**src/rtl/expmul_row_ctrl_pkg.sv**
```systemverilog
`default_nettype none
// ============================================================================
// Module  : expmul_row_ctrl_pkg
// Purpose : Shared types for the expmul row sequencer: score format, O*/V*
//           vector element and vector types, and the controller state enum.
// Config  : EXPMUL_CTRL_SAT_EN (consumed by star_vec_add, not by this package)
// Rev     : 1.0  initial release
// ============================================================================
package expmul_row_ctrl_pkg;

    localparam int MAX_EMBEDDING_DIM = 3;
    localparam int DIM               = MAX_EMBEDDING_DIM + 1;
    localparam int ELEM_W            = 27;

    // Score / max values: signed Q4.4 in 9 bits.
    typedef logic signed [8:0] EXPMUL_DIFF_IN_QT;

    // One O*/V* element: signed Q9.17.
    typedef logic signed [ELEM_W-1:0] STAR_ELEM_T;

    typedef STAR_ELEM_T [DIM-1:0] STAR_VECTOR_T;

    typedef enum logic [1:0] {
        IDLE  = 2'd0,
        ISSUE = 2'd1,
        WAIT  = 2'd2,
        DONE  = 2'd3
    } EXPMUL_CTRL_STATE_T;

    // Signed max; a tie returns the running value a.
    function automatic EXPMUL_DIFF_IN_QT qt_max(input EXPMUL_DIFF_IN_QT a,
                                                input EXPMUL_DIFF_IN_QT b);
        return (b > a) ? b : a;
    endfunction

endpackage
`default_nettype wire

```
**src/rtl/expmul_row_ctrl_star_vec_add.sv**
```systemverilog
`default_nettype none
// ============================================================================
// Module  : star_vec_add
// Purpose : Combinational DIM-wide element adder folding the scaled O* and
//           scaled V* vectors into the new O* accumulator.
// Ports   : i_a, i_b  operand vectors
//           o_sum     element-wise sum
// Config  : EXPMUL_CTRL_SAT_EN defined   -> each element saturates to
//                                           [-2^26, 2^26-1]
//           EXPMUL_CTRL_SAT_EN undefined -> two's-complement wrap
// Rev     : 1.0  initial release
// ============================================================================
module star_vec_add
    import expmul_row_ctrl_pkg::*;
(
    input  STAR_VECTOR_T i_a,
    input  STAR_VECTOR_T i_b,
    output STAR_VECTOR_T o_sum
);

    for (genvar gi = 0; gi < DIM; gi++) begin : g_elem
`ifdef EXPMUL_CTRL_SAT_EN
        localparam STAR_ELEM_T ELEM_MAX = {1'b0, {(ELEM_W-1){1'b1}}};
        localparam STAR_ELEM_T ELEM_MIN = {1'b1, {(ELEM_W-1){1'b0}}};

        logic [ELEM_W:0] w_wide;

        assign w_wide = {i_a[gi][ELEM_W-1], i_a[gi]} + {i_b[gi][ELEM_W-1], i_b[gi]};

        // Overflow shows as the two top bits of the widened sum disagreeing;
        // the extra top bit then carries the true sign.
        assign o_sum[gi] = (w_wide[ELEM_W] != w_wide[ELEM_W-1])
                         ? (w_wide[ELEM_W] ? ELEM_MIN : ELEM_MAX)
                         : STAR_ELEM_T'(w_wide[ELEM_W-1:0]);
`else
        assign o_sum[gi] = i_a[gi] + i_b[gi];
`endif
    end

endmodule
`default_nettype wire

```
**src/rtl/expmul_row_ctrl.sv**
```systemverilog
`default_nettype none
// ============================================================================
// Module  : expmul_row_ctrl
// Purpose : Row sequencer for the expmul datapath. Takes one (s, V*) pair per
//           key, tracks the running max, issues one expmul transaction per
//           key, folds exp_o + exp_v into the O* accumulator and presents the
//           finished row (O*, max, key count) to normalisation.
// Ports   : clk, rst_n                          clock, async active-low reset
//           s_vld_in/s_rdy_out, s_in, v_star_in, last_in   key input
//           em_vld_out/em_rdy_in, em_m_out, em_m_prev_out, em_s_out,
//           em_o_star_prev_out, em_v_star_out   request to expmul
//           em_vld_in/em_rdy_out, em_exp_o_in, em_exp_v_in result from expmul
//           o_vld_out/o_rdy_in, o_star_out, m_out, n_keys_out  row result
// Config  : EXPMUL_CTRL_SAT_EN selects saturating accumulator adds
// Rev     : 1.0  initial release
// ============================================================================
module expmul_row_ctrl
    import expmul_row_ctrl_pkg::*;
#(
    parameter int CNT_W = 16
) (
    input  logic             clk,
    input  logic             rst_n,
    input  logic             s_vld_in,
    output logic             s_rdy_out,
    input  EXPMUL_DIFF_IN_QT s_in,
    input  STAR_VECTOR_T     v_star_in,
    input  logic             last_in,
    output logic             em_vld_out,
    input  logic             em_rdy_in,
    output EXPMUL_DIFF_IN_QT em_m_out,
    output EXPMUL_DIFF_IN_QT em_m_prev_out,
    output EXPMUL_DIFF_IN_QT em_s_out,
    output STAR_VECTOR_T     em_o_star_prev_out,
    output STAR_VECTOR_T     em_v_star_out,
    input  logic             em_vld_in,
    output logic             em_rdy_out,
    input  STAR_VECTOR_T     em_exp_o_in,
    input  STAR_VECTOR_T     em_exp_v_in,
    output logic             o_vld_out,
    input  logic             o_rdy_in,
    output STAR_VECTOR_T     o_star_out,
    output EXPMUL_DIFF_IN_QT m_out,
    output logic [CNT_W-1:0] n_keys_out
);

    EXPMUL_CTRL_STATE_T r_state;
    EXPMUL_CTRL_STATE_T w_state_nxt;

    logic             r_first;
    logic             r_last;
    EXPMUL_DIFF_IN_QT r_s;
    EXPMUL_DIFF_IN_QT r_m;
    EXPMUL_DIFF_IN_QT r_m_prev;
    STAR_VECTOR_T     r_v;
    STAR_VECTOR_T     r_acc;
    logic [CNT_W-1:0] r_cnt;

    logic r_s_rdy;
    logic r_em_vld;
    logic r_em_rdy;
    logic r_o_vld;

    logic             w_key_acc;
    logic             w_rsp_acc;
    logic             w_row_acc;
    EXPMUL_DIFF_IN_QT w_m_prev_eff;
    STAR_VECTOR_T     w_sum;

    assign w_key_acc = (r_state == IDLE) && s_vld_in;
    assign w_rsp_acc = (r_state == WAIT) && em_vld_in;
    assign w_row_acc = (r_state == DONE) && o_rdy_in;

    // On the first key of a row the running max is seeded with the score
    // itself, so m = m_prev = s.
    assign w_m_prev_eff = r_first ? s_in : r_m_prev;

    star_vec_add u_add (
        .i_a   (em_exp_o_in),
        .i_b   (em_exp_v_in),
        .o_sum (w_sum)
    );

    always_ff @(posedge clk or negedge rst_n) begin
        if (!rst_n) begin
            r_state <= IDLE;
        end else begin
            r_state <= w_state_nxt;
        end
    end

    always_comb begin
        w_state_nxt = r_state;
        case (r_state)
            IDLE:    if (s_vld_in)  w_state_nxt = ISSUE;
            ISSUE:   if (em_rdy_in) w_state_nxt = WAIT;
            WAIT:    if (em_vld_in) w_state_nxt = r_last ? DONE : IDLE;
            DONE:    if (o_rdy_in)  w_state_nxt = IDLE;
            default:                w_state_nxt = IDLE;
        endcase
    end

    // Handshake flags are registered copies of the next-state decode so no
    // input reaches an output combinationally.
    always_ff @(posedge clk or negedge rst_n) begin
        if (!rst_n) begin
            r_s_rdy  <= 1'b1;
            r_em_vld <= 1'b0;
            r_em_rdy <= 1'b0;
            r_o_vld  <= 1'b0;
        end else begin
            r_s_rdy  <= (w_state_nxt == IDLE);
            r_em_vld <= (w_state_nxt == ISSUE);
            r_em_rdy <= (w_state_nxt == WAIT);
            r_o_vld  <= (w_state_nxt == DONE);
        end
    end

    always_ff @(posedge clk or negedge rst_n) begin
        if (!rst_n) begin
            r_first  <= 1'b1;
            r_last   <= 1'b0;
            r_s      <= '0;
            r_m      <= '0;
            r_m_prev <= '0;
            r_v      <= '0;
            r_acc    <= '0;
            r_cnt    <= '0;
        end else begin
            if (w_key_acc) begin
                r_s      <= s_in;
                r_v      <= v_star_in;
                r_last   <= last_in;
                r_m      <= qt_max(w_m_prev_eff, s_in);
                r_m_prev <= w_m_prev_eff;
                if (!(&r_cnt)) begin
                    r_cnt <= r_cnt + CNT_W'(1);
                end
            end
            if (w_rsp_acc) begin
                r_acc    <= w_sum;
                r_m_prev <= r_m;
                r_first  <= 1'b0;
            end
            if (w_row_acc) begin
                r_acc   <= '0;
                r_cnt   <= '0;
                r_first <= 1'b1;
            end
        end
    end

    assign s_rdy_out          = r_s_rdy;
    assign em_vld_out         = r_em_vld;
    assign em_rdy_out         = r_em_rdy;
    assign o_vld_out          = r_o_vld;
    assign em_m_out           = r_m;
    assign em_m_prev_out      = r_m_prev;
    assign em_s_out           = r_s;
    assign em_o_star_prev_out = r_acc;
    assign em_v_star_out      = r_v;
    assign o_star_out         = r_acc;
    assign m_out              = r_m;
    assign n_keys_out         = r_cnt;

endmodule
`default_nettype wire
```
**config.mk**
```make
export PLATFORM = sky130hd
export DESIGN_NAME = expmul_row_ctrl
export DESIGN_NICKNAME = d
export VERILOG_FILES = /design/src/rtl/expmul_row_ctrl_pkg.sv /design/src/rtl/expmul_row_ctrl_star_vec_add.sv /design/src/rtl/expmul_row_ctrl.sv
export SDC_FILE = /design/constraint.sdc
export NUM_CORES = 1
export LEC_CHECK = 0
export CELL_PAD_IN_SITES_DETAIL_PLACEMENT = 1
export CELL_PAD_IN_SITES_GLOBAL_PLACEMENT = 2
export CORE_AREA = 2 2 283 285
export CTS_CLUSTER_SIZE = 14
export DETAILED_ROUTE_END_ITERATION = 16
export DIE_AREA = 0 0 285 287
export PLACE_DENSITY = 0.82
export SLEW_MARGIN = 20
export SYNTH_ARGS = -nofsm -noshare
export SYNTH_HDL_FRONTEND = slang
export SYNTH_SLANG_ARGS = --single-unit
```
**constraint.sdc**
```tcl
create_clock -name clk -period 4.1 [get_ports clk]
set_input_delay 0.82 -clock clk [delete_from_list [all_inputs] [get_ports clk]]
set_output_delay 0.82 -clock clk [all_outputs]
set_load 0.01 [all_outputs]
```
# After elaboration in Yosys (flattened, before gate mapping)
# Cells that the tools add are included.
[word_totals]
reg_bits = 267
latch_bits = 0
ramBits = 0
rom_bits = 0
elab_cells = 59
mem_count = 0
[classes]
add_sub_neg = 5
n_mul = 0
div_mod_pow = 0
magnitude_cmp = 1
eq_ne = 7
shift = 0
mux = 17
bitwise = 0
reduce_logical = 10
[op_table]
columns = ["cell", "count"]
rows = [
  ["$mux W108", 2],
  ["$add A27 B27 Y27", 4],
  ["$mux W16", 3],
  ["$mux W9", 4],
  ["$add A16 B1 Y16 const B", 1],
  ["$reduce_and A16 Y1", 1],
  ["$mux W2", 5],
  ["$gt A9 B9 Y1", 1],
  ["$eq A2 B2 Y1 const B", 4],
  ["$pmux W2 S4", 1],
  ["$reduce_bool A2 Y1", 3],
  ["$eq A2 B1 Y1 const B", 2],
  ["$logic_not A2 Y1", 2],
  ["$logic_and A1 B1 Y1", 3],
  ["$mux W1", 2],
  ["$ne A2 B2 Y1 const B", 1],
  ["$reduce_and A2 Y1", 1],
]

# Longest topological paths before layout
[depth]
word_depth = 4
depth_mapped = 14

# Modules after synthesis
# Synthesis repeated with hierarchy kept, for this count alone.
[hier_totals]
cells_unflattened = 1800
area_unflattened_um2 = 16494.6
[modules_own_cells]
columns = ["module", "instances", "cells_each", "area_per_inst_um2", "seq_area_each_um2"]
rows = [
  ["expmul_row_ctrl", 1, 1084, 11373.4, 6683.9],
  ["star_vec_add", 1, 716, 5121.2, 0.0],
]

# Worst setup path before layout
# OpenSTA, ideal clock, no wires.
[synth_path]
path_type = "flip-flop to flip-flop"
start = "reg r_first"
end = "reg r_m[7] (netlist: em_m_out[7])"
setup_ns = 0.125
arrival_time_ns = 2.967
required_time_ns = 3.975
path_slack_ns = 1.008
path_stages_with_launch = 15
cell_sequence = "dfstp_2 clkbuf_1 mux2_2 inv_1 ha_1 nor2b_1 o21a_1 o21ai_1 nand2b_1 a21oi_1 o21ai_1 o21ai_1 clkbuf_1 mux2i_1 o21ai_1"
[synth_via]
elab_chain_cells = 3
[synth_rtl]
columns = ["item", "line", "rtl"]
rows = [
  ["start: declaration", "expmul_row_ctrl.sv:50", "logic r_first;"],
  ["start signal: assignment", "expmul_row_ctrl.sv:121", "r_first <= 1'b1;"],
  ["start signal: assignment", "expmul_row_ctrl.sv:143", "r_first <= 1'b0;"],
  ["start signal: assignment", "expmul_row_ctrl.sv:148", "r_first <= 1'b1;"],
  ["$mux W9 (*)", "expmul_row_ctrl.sv:76", "assign w_m_prev_eff = r_first ? s_in : r_m_prev;"],
  ["$gt A9 B9 Y1", "expmul_row_ctrl_pkg.sv:33", "return (b > a) ? b : a;"],
  ["$mux W9 (*)", "expmul_row_ctrl_pkg.sv:33", ""],
  ["end signal: assignment", "expmul_row_ctrl.sv:134", "r_m <= qt_max(w_m_prev_eff, s_in);"],
  ["end: declaration", "expmul_row_ctrl.sv:53", "EXPMUL_DIFF_IN_QT r_m;"],
]
# Mark *: on every way between the ends. The rest lies on a longest branch, timed or not.
# A chain may end at the register's enable or synchronous reset.

# Final worst setup path
[layout_path]
start = "in em_exp_o_in[54] (netlist name)"
end = "reg r_acc (netlist bit em_o_star_prev_out[76])"
[layout_via]
elab_chain_cells = 3
[layout_rtl]
columns = ["item", "line", "rtl"]
rows = [
  ["start: declaration", "expmul_row_ctrl.sv:38", "input STAR_VECTOR_T em_exp_o_in,"],
  ["$add A27 B27 Y27", "expmul_row_ctrl_star_vec_add.sv:36", "assign o_sum[gi] = i_a[gi] + i_b[gi];"],
  ["$mux W108", "expmul_row_ctrl.sv:140", "if (w_rsp_acc) begin"],
  ["$mux W108", "expmul_row_ctrl.sv:145", "if (w_row_acc) begin"],
  ["end signal: assignment", "expmul_row_ctrl.sv:141", "r_acc <= w_sum;"],
  ["end: declaration", "expmul_row_ctrl.sv:56", "STAR_VECTOR_T r_acc;"],
]
# Every way passes these cells. The select of a mux whose other input is x is not followed.

==> run summary <==
The initial antenna violation count was 12. The largest net degree at the start of global routing was 147. The logs give 2 for the number of H-tree branching levels and 0 for the number of hold violations in the final report. The flip-flop and latch count after synthesis is 267, and the number of flops mapped to enable cells by yosys is 0. The flow ran to the end, and the final reports show no timing, DRC or antenna violations. The number of placed I/O pins came out at 720.

After the last flow step, the layout net total stands at 3021. The relative area change from synthesis to final layout works out to 52.57%. Setup repair after global routing left no endpoint under its margin.

The tools report the post-route total power as 16.07 mW. The worst register-to-register path ends at em_m_out[2]. Wire segments on met3 add up to 5475 um in the final route.

The portion of the clock cycle consumed by the worst path in the final layout is 0.8773, and the relative slew slack is 0.4669. TritonCTS built the clock tree. For this run, the leading register cell type out of synthesis is sky130_fd_sc_hd__dfrtp_1.

In this run the worst setup path begins at em_exp_o_in[54]. The logs give 686 for the starting DRC count in detailed routing and 0 for the number of endpoints failing setup at the final stage. The horizontal die dimension was 285 um. The die covers 81800 sq um. The worst-case IR drop observed on VDD is 0.0002902 V. After clock tree synthesis, the repair step resized 0 gates. The element type at the critical path start is an input pin. The tools report the total number of clock tree sinks as 267. In the layout the commonest cells are 718 x sky130_fd_sc_hd__clkdlybuf4s50_1, 533 x sky130_fd_sc_hd__nand2_1, 265 x sky130_fd_sc_hd__dfrtp_1. During placement, the flow inserted port buffers numbering 719. The path class of the tightest hold or removal check is in2async.

After layout, the minimum clock period comes to 3.597 ns. The ratio of cells with drive above 1 in the final layout was 0.03750; the post-synthesis net count was 2447. Post-CTS timing repair inserted 0 buffers for setup. The area of the core region is 78610 sq um, and the clock tree skew after final layout is 0.01983 ns. The total congestion overflow is 0.

Detailed routing placed a total of 38860 um of wire on met2. The area used by multi-input combinational logic is 8658 sq um. The worst register-to-register path begins at r_first. The tools report the category of the worst setup path capture point as a flop.

The first TritonRoute pass finished after 7 iterations. The tools report the count of final max-slew check failures as 0. At the worst endpoint, the required time is 4.47 ns. Counting the buffers created by CTS gives 36. After synthesis the cells add up to 16680 sq um.

The clock latency on the worst-skew pair is 0.54 ns. Dividing the detail-routed via count by the number of cells gives 4.556. The share of synthesized registers carrying an async set or reset is 1.000, and the number of cells after detailed placement is 3575.

The synthesized netlist contains 62 unique library cells. Wire length of the first global-routing pass: 113200 um. Count of standard-cell rows: 103.

For the effective utilization at floorplan, the log shows 0.2122. The core occupancy in the finished layout is 0.3237. Total routing usage reported by global routing: 0.1792. Power spread over the standard cell area amounts to 631.5 nW/um^2. After detailed routing, the total wire length is 76340 um.

Registers take 6684 sq um. The library cell used most frequently in the layout, excluding fill and tap cells, is sky130_fd_sc_hd__clkdlybuf4s50_1. The clock passes through at most 3 buffers.

The via count of the first global-routing pass was 18.01k; the final-layout fill cell count was 9150. The finished layout holds 3640 standard cells, fillers aside. The number of warnings issued by yosys came out at 0. In this run the top signal layer used is met5. In this run the remaining antenna-violating nets after routing total 0. The post-route met1 wirelength was 30410 um; the highest attainable clock frequency was 278.0 MHz.

The per-instance average area after synthesis is 8.385 sq um, and the number of max-cap violations is 0. After clock tree synthesis, the clock-pin slew on the worst setup and hold paths is 0.06 ns. For the worst setup path, the data arrival time is 3.97 ns. The analysis attributes to cell leakage a power of 11.24 nW. Measured along the y axis, the die boundary spans 287 um. The critical path ends at em_o_star_prev_out[76]. The post-DP HPWL came out at 61240 um. The worst reg-to-reg path cell count was 13; the sequential cell area fraction in the yosys report was 0.4008. The logs give 0 for the number of remaining DRC errors and 0 for the number of hold buffers added after CTS. For flop-to-flop paths, the worst setup slack is 1.10 ns. Synthesis handed over a netlist of 1989 instances.

At the end of routability-driven placement, the weighted congestion stood at 0.9071. For this block, the via count after detailed routing is 16.58k. In this run the worst path has a maximum fanout of 4. In this run the clock root is driven by a sky130_fd_sc_hd__clkbuf_16. The slew at the pin closest to its max-slew limit was 0.7996 ns. Dividing the detail-routed wire length by the instance count gives 20.97 um.

The critical path in this run is classified as in2reg.
-- sequential cells by signal (all words and copies together), names as in the netlist --
register	count
em_o_star_prev_out	108
em_v_star_out	108
n_keys_out	16
em_m_out	9
em_m_prev_out	9
em_s_out	9
r_state	2
em_rdy_out	1
em_vld_out	1
o_vld_out	1
r_first	1
r_last	1
s_rdy_out	1
-- cell type report --
cell class / instances / share of cell area
multi-input cells: 1476 / 0.3403
inverters: 42 / 0.006196
clock buffers: 47 / 0.04017
repair buffers: 740 / 0.2922
clock inverters: 15 / 0.006589
well taps: 1050 / 0.05163
flip-flops and latches: 267 / 0.2627
diodes: 3 / 0.0002950
-- cells by family after synthesis --
group / share of synthesized area
multiplexers: 0.01478
AO/OA/AOI/OAI: 0.1680
adder cells (fa/ha/maj): 0.09032
flip-flops: 0.4008
XOR/XNOR: 0.05199
buffers and inverters: 0.08170
AND/OR/NAND/NOR: 0.1925
-- Yosys cell counts (48+ instances only) --
library cell	n	share of area
sky130_fd_sc_hd__nand2_1	535	0.12
sky130_fd_sc_hd__ha_1	114	0.086
sky130_fd_sc_hd__o21ai_1	101	0.030
sky130_fd_sc_hd__xor2_1	51	0.027
sky130_fd_sc_hd__dfrtp_1	265	0.40
sky130_fd_sc_hd__clkbuf_1	79	0.018
sky130_fd_sc_hd__a21oi_1	113	0.034
sky130_fd_sc_hd__o21ai_0	82	0.025
sky130_fd_sc_hd__buf_4	117	0.053
sky130_fd_sc_hd__a21o_1	50	0.023
sky130_fd_sc_hd__xnor2_1	48	0.025
sky130_fd_sc_hd__nor2_1	93	0.021
-- metrics by stage --
stage                     area [sq um]  hold slack, ns  setup TNS [ns]  worst slack [ns]
after floorplan                  16680          0.5116               0             1.008
after global routing             25440          0.3186               0            0.3086
final                            25450          0.2863               0            0.5030
after global placement           24250          0.4579               0          0.007264
after detailed placement         24250          0.4636        -0.04951          -0.04951
after CTS                        25440          0.2988               0            0.5294
-- power breakdown --
part	internal, mW	total (mW)	switching, mW
sequential	3.76	4.85	1.08
combinational	4.06	8.01	3.95
clock	1.94	3.21	1.27
-- critical path, stage by stage --
cell,delay (ns)
sky130_fd_sc_hd__clkdlybuf4s50_1,0.47
sky130_fd_sc_hd__ha_1,0.22
sky130_fd_sc_hd__inv_1,0.08
sky130_fd_sc_hd__fa_1,0.42
sky130_fd_sc_hd__nor2b_1,0.13
sky130_fd_sc_hd__o21ai_1,0.16
sky130_fd_sc_hd__a21boi_1,0.31
sky130_fd_sc_hd__o221ai_1,0.24
sky130_fd_sc_hd__a211o_1,0.36
sky130_fd_sc_hd__a21o_1,0.21
sky130_fd_sc_hd__o31ai_1,0.27
sky130_fd_sc_hd__xnor2_1,0.18
sky130_fd_sc_hd__o21ai_1,0.09
-- layer usage --
layer  GRT usage  up-vias
met3     0.04770       83
met4     0.03730       12
met2      0.3300      546
met5           0        -
li1            -     7793
met1      0.2074     8149
-- worst min-delay path by stage --
| stage | startpoint | to | slack [ns] | depth (start not counted) |
|---|---|---|---|---|
| final | rst_n | em_s_out[5] | 0.29 | 1 |
| after detailed placement | em_v_star_out[25] | em_v_star_out[25] | 0.46 | 2 |
| after CTS | rst_n | em_s_out[5] | 0.30 | 1 |
| after global placement | em_s_out[5] | em_s_out[5] | 0.46 | 2 |
| after global routing | rst_n | em_s_out[5] | 0.32 | 1 |
| after floorplan | r_last | r_last | 0.51 | 2 |
No activity file was read; power rests on OpenSTA's default activity.
